--- src/rtl/alu_sequencer.sv ---
// Control sequencer for a register/ALU datapath: IDLE -> LOAD -> EXEC -> DONE per operation.
// Define ALU_SEQ_MULTI_SHIFT_EN to repeat LOAD/EXEC shamt times for SHL/LSHR/ASHR.
module alu_sequencer #(
  parameter int SHAMT_W = 3
) (
  input  logic               clk,
  input  logic               rst_n,
  input  logic               start,
  input  logic [3:0]         op,
  input  logic [SHAMT_W-1:0] shamt,
  input  logic               alu_overflow,
  input  logic               alu_zero,
  output logic [3:0]         alu_mode,
  output logic [1:0]         alu_ctrl,
  output logic [1:0]         a_ctrl,
  output logic [1:0]         b_ctrl,
  output logic [1:0]         dst_ctrl,
  output logic               a_from_dst,
  output logic               busy,
  output logic               done,
  output logic               err,
  output logic               flag_v,
  output logic               flag_z
);

  localparam logic [3:0] ALU_OP_ADD  = 4'd0;
  localparam logic [3:0] ALU_OP_SUB  = 4'd1;
  localparam logic [3:0] ALU_OP_NOT  = 4'd5;
  localparam logic [3:0] ALU_OP_SHL  = 4'd6;
  localparam logic [3:0] ALU_OP_ASHR = 4'd8;

  localparam logic [1:0] REG_OP_NONE  = 2'd0;
  localparam logic [1:0] REG_OP_READ  = 2'd1;
  localparam logic [1:0] REG_OP_WRITE = 2'd2;

  typedef enum logic [1:0] {
    S_IDLE = 2'd0,
    S_LOAD = 2'd1,
    S_EXEC = 2'd2,
    S_DONE = 2'd3
  } state_t;

  function automatic logic is_legal(input logic [3:0] o);
    return (o <= ALU_OP_ASHR);
  endfunction

  function automatic logic is_arith(input logic [3:0] o);
    return (o == ALU_OP_ADD) || (o == ALU_OP_SUB);
  endfunction

  state_t     state_q, state_d;
  logic [3:0] op_q, op_d;
  logic [3:0] alu_mode_q, alu_mode_d;
  logic [1:0] alu_ctrl_q, alu_ctrl_d;
  logic [1:0] a_ctrl_q, a_ctrl_d;
  logic [1:0] b_ctrl_q, b_ctrl_d;
  logic [1:0] dst_ctrl_q, dst_ctrl_d;
  logic       a_from_dst_q, a_from_dst_d;
  logic       busy_q, busy_d;
  logic       done_q, done_d;
  logic       err_q, err_d;
  logic       flag_v_q, flag_v_d;
  logic       flag_z_q, flag_z_d;

`ifdef ALU_SEQ_MULTI_SHIFT_EN
  logic [SHAMT_W-1:0] cnt_q, cnt_d;

  function automatic logic is_shift(input logic [3:0] o);
    return (o >= ALU_OP_SHL) && (o <= ALU_OP_ASHR);
  endfunction
`else
  logic unused_shamt_s;
  assign unused_shamt_s = ^shamt;
`endif

  // Next-state, flag capture and registered-output decode from the upcoming state.
  always_comb begin
    state_d      = state_q;
    op_d         = op_q;
    err_d        = 1'b0;
    flag_v_d     = flag_v_q;
    flag_z_d     = flag_z_q;
    a_from_dst_d = 1'b0;
`ifdef ALU_SEQ_MULTI_SHIFT_EN
    cnt_d        = cnt_q;
`endif
    case (state_q)
      S_IDLE: begin
        if (start) begin
          if (is_legal(op)) begin
            op_d    = op;
            state_d = S_LOAD;
`ifdef ALU_SEQ_MULTI_SHIFT_EN
            cnt_d   = (shamt == '0) ? SHAMT_W'(1) : shamt;
`endif
          end else begin
            err_d = 1'b1;
          end
        end else begin
          state_d = S_IDLE;
        end
      end
      S_LOAD: state_d = S_EXEC;
      S_EXEC: begin
        flag_z_d = alu_zero;
        if (is_arith(op_q)) begin
          flag_v_d = alu_overflow;
        end else begin
          flag_v_d = flag_v_q;
        end
`ifdef ALU_SEQ_MULTI_SHIFT_EN
        // cnt_q counts iterations still owed, including the one just executed
        if (is_shift(op_q) && (cnt_q > SHAMT_W'(1))) begin
          cnt_d        = cnt_q - SHAMT_W'(1);
          state_d      = S_LOAD;
          a_from_dst_d = 1'b1;
        end else begin
          cnt_d   = '0;
          state_d = S_DONE;
        end
`else
        state_d = S_DONE;
`endif
      end
      S_DONE:  state_d = S_IDLE;
      default: state_d = S_IDLE;
    endcase

    alu_mode_d = ALU_OP_NOT;
    alu_ctrl_d = REG_OP_NONE;
    a_ctrl_d   = REG_OP_NONE;
    b_ctrl_d   = REG_OP_NONE;
    dst_ctrl_d = REG_OP_NONE;
    busy_d     = 1'b0;
    done_d     = 1'b0;
    case (state_d)
      S_LOAD: begin
        busy_d     = 1'b1;
        alu_mode_d = op_d;
        a_ctrl_d   = REG_OP_WRITE;
        b_ctrl_d   = REG_OP_WRITE;
      end
      S_EXEC: begin
        busy_d     = 1'b1;
        alu_mode_d = op_d;
        alu_ctrl_d = REG_OP_WRITE;
        dst_ctrl_d = REG_OP_READ;
      end
      S_DONE: begin
        busy_d     = 1'b1;
        done_d     = 1'b1;
        alu_mode_d = op_d;
      end
      default: begin
        busy_d = 1'b0;
      end
    endcase
  end

  // State and output registers with synchronous active-low reset.
  always_ff @(posedge clk) begin
    if (!rst_n) begin
      state_q      <= S_IDLE;
      op_q         <= ALU_OP_NOT;
      alu_mode_q   <= ALU_OP_NOT;
      alu_ctrl_q   <= REG_OP_NONE;
      a_ctrl_q     <= REG_OP_NONE;
      b_ctrl_q     <= REG_OP_NONE;
      dst_ctrl_q   <= REG_OP_NONE;
      a_from_dst_q <= 1'b0;
      busy_q       <= 1'b0;
      done_q       <= 1'b0;
      err_q        <= 1'b0;
      flag_v_q     <= 1'b0;
      flag_z_q     <= 1'b0;
    end else begin
      state_q      <= state_d;
      op_q         <= op_d;
      alu_mode_q   <= alu_mode_d;
      alu_ctrl_q   <= alu_ctrl_d;
      a_ctrl_q     <= a_ctrl_d;
      b_ctrl_q     <= b_ctrl_d;
      dst_ctrl_q   <= dst_ctrl_d;
      a_from_dst_q <= a_from_dst_d;
      busy_q       <= busy_d;
      done_q       <= done_d;
      err_q        <= err_d;
      flag_v_q     <= flag_v_d;
      flag_z_q     <= flag_z_d;
    end
  end

`ifdef ALU_SEQ_MULTI_SHIFT_EN
  // Remaining-iteration counter for repeated shifts.
  always_ff @(posedge clk) begin
    if (!rst_n) begin
      cnt_q <= '0;
    end else begin
      cnt_q <= cnt_d;
    end
  end
`endif

  assign alu_mode   = alu_mode_q;
  assign alu_ctrl   = alu_ctrl_q;
  assign a_ctrl     = a_ctrl_q;
  assign b_ctrl     = b_ctrl_q;
  assign dst_ctrl   = dst_ctrl_q;
  assign a_from_dst = a_from_dst_q;
  assign busy       = busy_q;
  assign done       = done_q;
  assign err        = err_q;
  assign flag_v     = flag_v_q;
  assign flag_z     = flag_z_q;

endmodule

--- config.mk ---
export PLATFORM = sky130hd
export DESIGN_NAME = alu_sequencer
export DESIGN_NICKNAME = d
export VERILOG_FILES = /design/src/rtl/alu_sequencer.sv
export SDC_FILE = /design/constraint.sdc
export NUM_CORES = 1
export LEC_CHECK = 0
export BUFFER_PORTS_ARGS = -buffer_cell sky130_fd_sc_hd__buf_2
export CAP_MARGIN = 15
export CORE_MARGIN = 5
export CORE_UTILIZATION = 51
export CTS_CLUSTER_DIAMETER = 50
export CTS_CLUSTER_SIZE = 16
export DETAILED_ROUTE_END_ITERATION = 12
export PLACE_DENSITY_LB_ADDON = 0.2
export SYNTH_ARGS = -nofsm -noshare
export SYNTH_HDL_FRONTEND = slang
export SYNTH_SLANG_ARGS = --single-unit
--- constraint.sdc ---
create_clock -name clk -period 3.2 [get_ports clk]
set_clock_uncertainty 0.05 [all_clocks]
set_input_delay 0.32 -clock clk [delete_from_list [all_inputs] [get_ports clk]]
set_output_delay 0.32 -clock clk [all_outputs]
set_load 0.01 [all_outputs]
# [Word-level counts from Yosys, hierarchy flattened]
# Cells that the tools add are included.
[totals] memories=0 in_bits=12 romBits=0 word_cells=38 reg_bits=21 output_inout_bits=18 latch_bits=0 ram_bits=0
[classes] shift=0 eq_ne=7 n_div=0 order_cmp=1 mul=0 mux=12 n_addsub=0 reduce_logical=7 bitwise_logic=0
[ops] operator="two-way mux 4 bit" n=3
[ops] operator="== test 2 bit (second input constant)" n=4
[ops] operator="two-way mux 2 bit" n=4
[ops] operator="case mux 2 bit (4 select lines)" n=1
[ops] operator="== test 2 x 1 -> 1 bit (second input constant)" n=2
[ops] operator="== test 4 x 1 -> 1 bit (second input constant)" n=1
[ops] operator="<= comparator 4 bit (second input constant)" n=1
[ops] operator="logical NOT 4 bit" n=1
[ops] operator="two-way mux 1 bit" n=4
[ops] operator="AND reduction 2 bit" n=2
[ops] operator="AND reduction 3 bit" n=1
[ops] operator="OR reduction 3 bit" n=1
[ops] operator="logical NOT 2 bit" n=1
[ops] operator="logical OR 1 bit" n=1

# [Logic depth before layout (Yosys ltp)]
[logic_depth] ltp_word=7 mapped_depth=5 ltp_nobuf=5

# [Least setup slack after synthesis]
# No wires, ideal clock.
[synth_timing] path_type="register -> register" startpoint="register state_q[0]" endpoint="register alu_mode_q[1] (netlist: alu_mode[1])" arrival_time_ns=1.289 path_stages_with_launch=6 setup_ns=0.130 period_less_slack_ns=1.469 path_buffers=0 setup_slack_ns=1.731 t_required_ns=3.020 path_cell_list="dfxtp_1 > inv_1 > ha_1 > and4b_1 > o31a_1 > a21boi_1"
[synth_between] elab_chain_cells=6 word_cells_on_any_way=13 classes_between="eq/ne (6); mux (4); reduce/logical (3)"
[synth_lines] element="from (decl)" line="51" text="state_t state_q, state_d;"
[synth_lines] element="from (signal assigned)" line="177" text="state_q <= state_d;"
[synth_lines] element="two-way mux 2 bit" line="90" text="if (is_legal(op)) begin"
[synth_lines] element="two-way mux 2 bit" line="89" text="if (start) begin"
[synth_lines] element="case mux 2 bit (4 select lines)" line="87" text="case (state_q)"
[synth_lines] element="== test 2 bit or == test 2 x 1 -> 1 bit (tied branches)" line="136" text="case (state_d)"
[synth_lines] element="OR reduction 3 bit (no source line)"
[synth_lines] element="AND reduction 2 bit (no source line)"
[synth_lines] element="to (signal assigned)" line="179" text="alu_mode_q <= alu_mode_d;"
[synth_lines] element="to (decl)" line="53" text="logic [3:0] alu_mode_q, alu_mode_d;"
# Parallel ways exist; a longest one is shown, timed or not.
# A chain may end at the register's enable or synchronous reset.

# [Final worst setup path]
[layout_timing] startpoint="register state_q[0]" endpoint="register alu_mode_q[2] (netlist: alu_mode[2])"
# The elaborated chain is that of the path after synthesis.

==> run_results.csv <==
group,metric,value,unit
sta,finalCriticalPeriod,1.64,ns
outcome,outcome,"completed",
drt,via_count,638,
pwr,clock_power_share,27.4,%
clock_network,cts_sinks,17,
cells_and_area,drive_gt1_share,30.4,%
sta,period_share,51.4,%
floorplanning,start_util,54.1,%
pwr,seqPwrFrac,56.5,%
floorplanning,die_w,50.2,um
logic_synthesis,synth_compound_area_share,23.1,%
critical_path,worst_ep_required_time,3.32,ns
sta,tns,0,ns
critical_path,end_kind,"flop",
logic_synthesis,synthTopCellsByCount,"dfxtp_1, buf_4, inv_1",
pwr,switching_share,25.7,%
clock_network,ctsHoldBuffers,0,
clock_network,htreeDepth,1,
critical_path,crit_family,"simple AND/OR/NAND/NOR gates",
critical_path,crit_arrival,1.76,ns
floorplanning,die_area,2520,um^2
clock_network,cts-root-buf,"clkbuf_4",
pwr,peakVddDrop,353,uV
cells_and_area,fillCellCount,138,
logic_synthesis,synth.top_cell.area_share,41.3,%
drt,firstDrtPassIters,4,
min_path,worstHoldPathType,"in -> reg",
pwr,combPwrFrac,16.1,%
drt,dr_wl_met3,127,um
logic_synthesis,avgSynthCellArea,10.1,um^2
drt,drc,0,
floorplanning,rows,14,
critical_path,startpoint_type,"flop",
clock_network,cts_tree,"yes",
floorplanning,die_y,50.2,um
placement,dp_hpwl,1130,um
logic_synthesis,synthMuxAreaShare,3.79,%
logic_synthesis,synth-adder-area-share,4.55,%
logic_synthesis,synth-edff-count,0,
cells_and_area,num_antenna_cells,0,
grt,grt_pass1_vias,567,
logic_synthesis,yosysSeqAreaShare,41.3,%
logic_synthesis,synthCells,82,
sta,rsz0062_at_grt,"no",
pwr,p_total,0.396,mW
critical_path,critical_path_class,"reg -> reg",
drt,ant_nets,0,
grt,grt_max_degree,13,
drt,routed-wl-met2,625,um
grt,grt_use_total,12.6,%
critical_path,cpMaxStageDelayCell,"dfxtp_1",
drt,wire_per_inst,12.6,um
pwr,power.switching,0.102,mW
clock_network,clk_latency,0.28,ns
pwr,p_int,0.294,mW
clock_network,clockBufferDepth,2,
logic_synthesis,postSynth.asyncResetShare,0,%
grt,grt_pass1_wl,2480,um
sta,fmax,0.608,GHz
logic_synthesis,synthTopCellsByArea,"dfxtp_1, buf_4, ha_1",
cells_and_area,regArea,340,um^2
critical_path,worstPathCellList,"inv_1 > ha_1 > and4b_1 > nor4b_2 > o21ai_1",
grt,grt-ovfl-total,0,
critical_path,slowest_delay,0.41,ns
clock_network,cts_inserted_buffers,3,
logic_synthesis,ys_seq_elements,17,
clock_network,clkSlewWorstSetupHoldPaths,0.09,ns
placement,portBuffers,21,
drt,drt-initial-drc-count,9,
sta,hold_viol,0,
floorplanning,pin_count,30,
critical_path,worstPathMaxFanout,9,
logic_synthesis,synthXorXnorAreaFrac,0,%
cells_and_area,area_growth,12.9,%
clock_network,cts_resized,0,
drt,via_per_inst,5.41,
cells_and_area,finalNonFillerCells,118,
critical_path,worstPathBufferInverterCount,1,
logic_synthesis,synth.most_common_cell,"dfxtp_1",
logic_synthesis,synth_cell_types,34,
pwr,leakage,0.403,nW
grt,antenna_found_initial,0,
clock_network,post_cts_buffers,0,
drt,wl,1490,um
job,cap_violations,0,
placement,dp_cells,114,
sta,setup_viol_count_final,0,
pwr,power_density,425,nW/um^2
logic_synthesis,syn_area,825,um^2
cells_and_area,layout.nets,118,
placement,gp_congestion,0.812,
sta,drv_slew,0,
floorplanning,coreArea,1520,um^2
logic_synthesis,synth-simple-area-share,16.8,%
logic_synthesis,synth_top_family_by_area,"compound AO/OA/AOI/OAI gates",
drt,top_layer_used,"met4",
logic_synthesis,yosysWarnings,0,
cells_and_area,multi_input_area,417,um^2
logic_synthesis,synth_area_leader_cell,"dfxtp_1",
drt,met1_length,703,um
logic_synthesis,synth_top_flop_cell,"dfxtp_1",
[final timing paths]
kind              startpoint     endpoint  slack (ns)  depth (start not counted)
setup / recovery  state_q[0]  alu_mode[2]        1.56                          5
setup reg to reg  state_q[0]  alu_mode[2]        1.56                          5
hold reg to reg       flag_z       flag_z        0.47                          2
hold / removal      alu_zero       flag_z        0.24                          3
[flip-flops by register name, summed over array words and instances, names as in the netlist]
signal,flops
op_q,4
state_q,2
b_ctrl,1
alu_ctrl,1
alu_mode,4
done,1
busy,1
flag_z,1
flag_v,1
err,1
[per-stage QoR]
stage          instance area, um^2  hold slack (ns)  setup WS, ns  utilization [%]
6_report                       931            0.243          1.56             61.1
3_5_place_dp                   905            0.454          1.56             59.4
2_1_floorplan                  840            0.408          1.73                -
5_1_grt                        931            0.246          1.44             61.1
3_3_place_gp                   905            0.440          1.57             59.4
4_1_cts                        931            0.237          1.54             61.1
[worst register-to-register path, stage by stage (launching register included)]
cell     delay [ns]
dfxtp_1        0.41
inv_1          0.10
ha_1           0.30
and4b_1        0.25
nor4b_2        0.32
o21ai_1        0.10
[routing by layer]
metal	vias to the layer above	track usage (%)
met4	0	6.55
met5	-	0
met2	27	16.7
met1	276	18.0
met3	5	3.85
li1	330	-
[final cells by class]
class	count	share of cell area (%)
clock buffer	4	2.82
sequential	17	36.6
inverter	6	2.42
multi-input combinational	54	44.8
tap	16	2.15
timing repair buffer	21	11.3
[cell usage in the layout (no fill, tap or decap)]
| cell type | instances |
|---|---|
| o211ai_1 | 1 |
| and4b_1 | 3 |
| o31a_1 | 1 |
| and2_1 | 1 |
| clkbuf_4 | 3 |
| conb_1 | 5 |
| and3_1 | 1 |
| mux2i_1 | 2 |
| nor2_1 | 4 |
| dfxtp_1 | 17 |
| clkbuf_1 | 1 |
| ha_1 | 3 |
| o21ai_0 | 2 |
| a21boi_0 | 3 |
| mux2_2 | 1 |
| o21a_1 | 1 |
| nor4b_1 | 1 |
| nor2b_1 | 2 |
| a21boi_1 | 2 |
| inv_1 | 6 |
| o31ai_1 | 1 |
| buf_2 | 21 |
| o21ai_1 | 3 |
| o311ai_2 | 1 |
| a211oi_2 | 1 |
| o22a_2 | 1 |
| nor3b_2 | 1 |
| a31oi_1 | 1 |
| nor3_1 | 1 |
| o311a_1 | 3 |
| nand3_1 | 1 |
| o22ai_1 | 2 |
| o22a_1 | 1 |
| nand2_1 | 2 |
| nor4b_2 | 2 |
[cells by family (layout without fill, tap and decap cells)]
group	Yosys count	after routing
other	1	5
multiplexers	3	3
flip-flops	17	17
AND/OR/NAND/NOR	19	19
buffers and inverters	15	31
AO/OA/AOI/OAI	24	24
adder cells (fa/ha/maj)	3	3
[power groups by stage]
stage	sequential, mW	clock (mW)	combinational [mW]
final	0.224	0.108	0.0636
after global routing	0.225	0.127	0.0701
after CTS	0.224	0.114	0.0638
after detailed placement	0.229	0	0.0637
after global placement	0.229	0	0.0622
after floorplan	0.230	0	0.0462
Note: power is estimated with default switching activity, not from simulation.
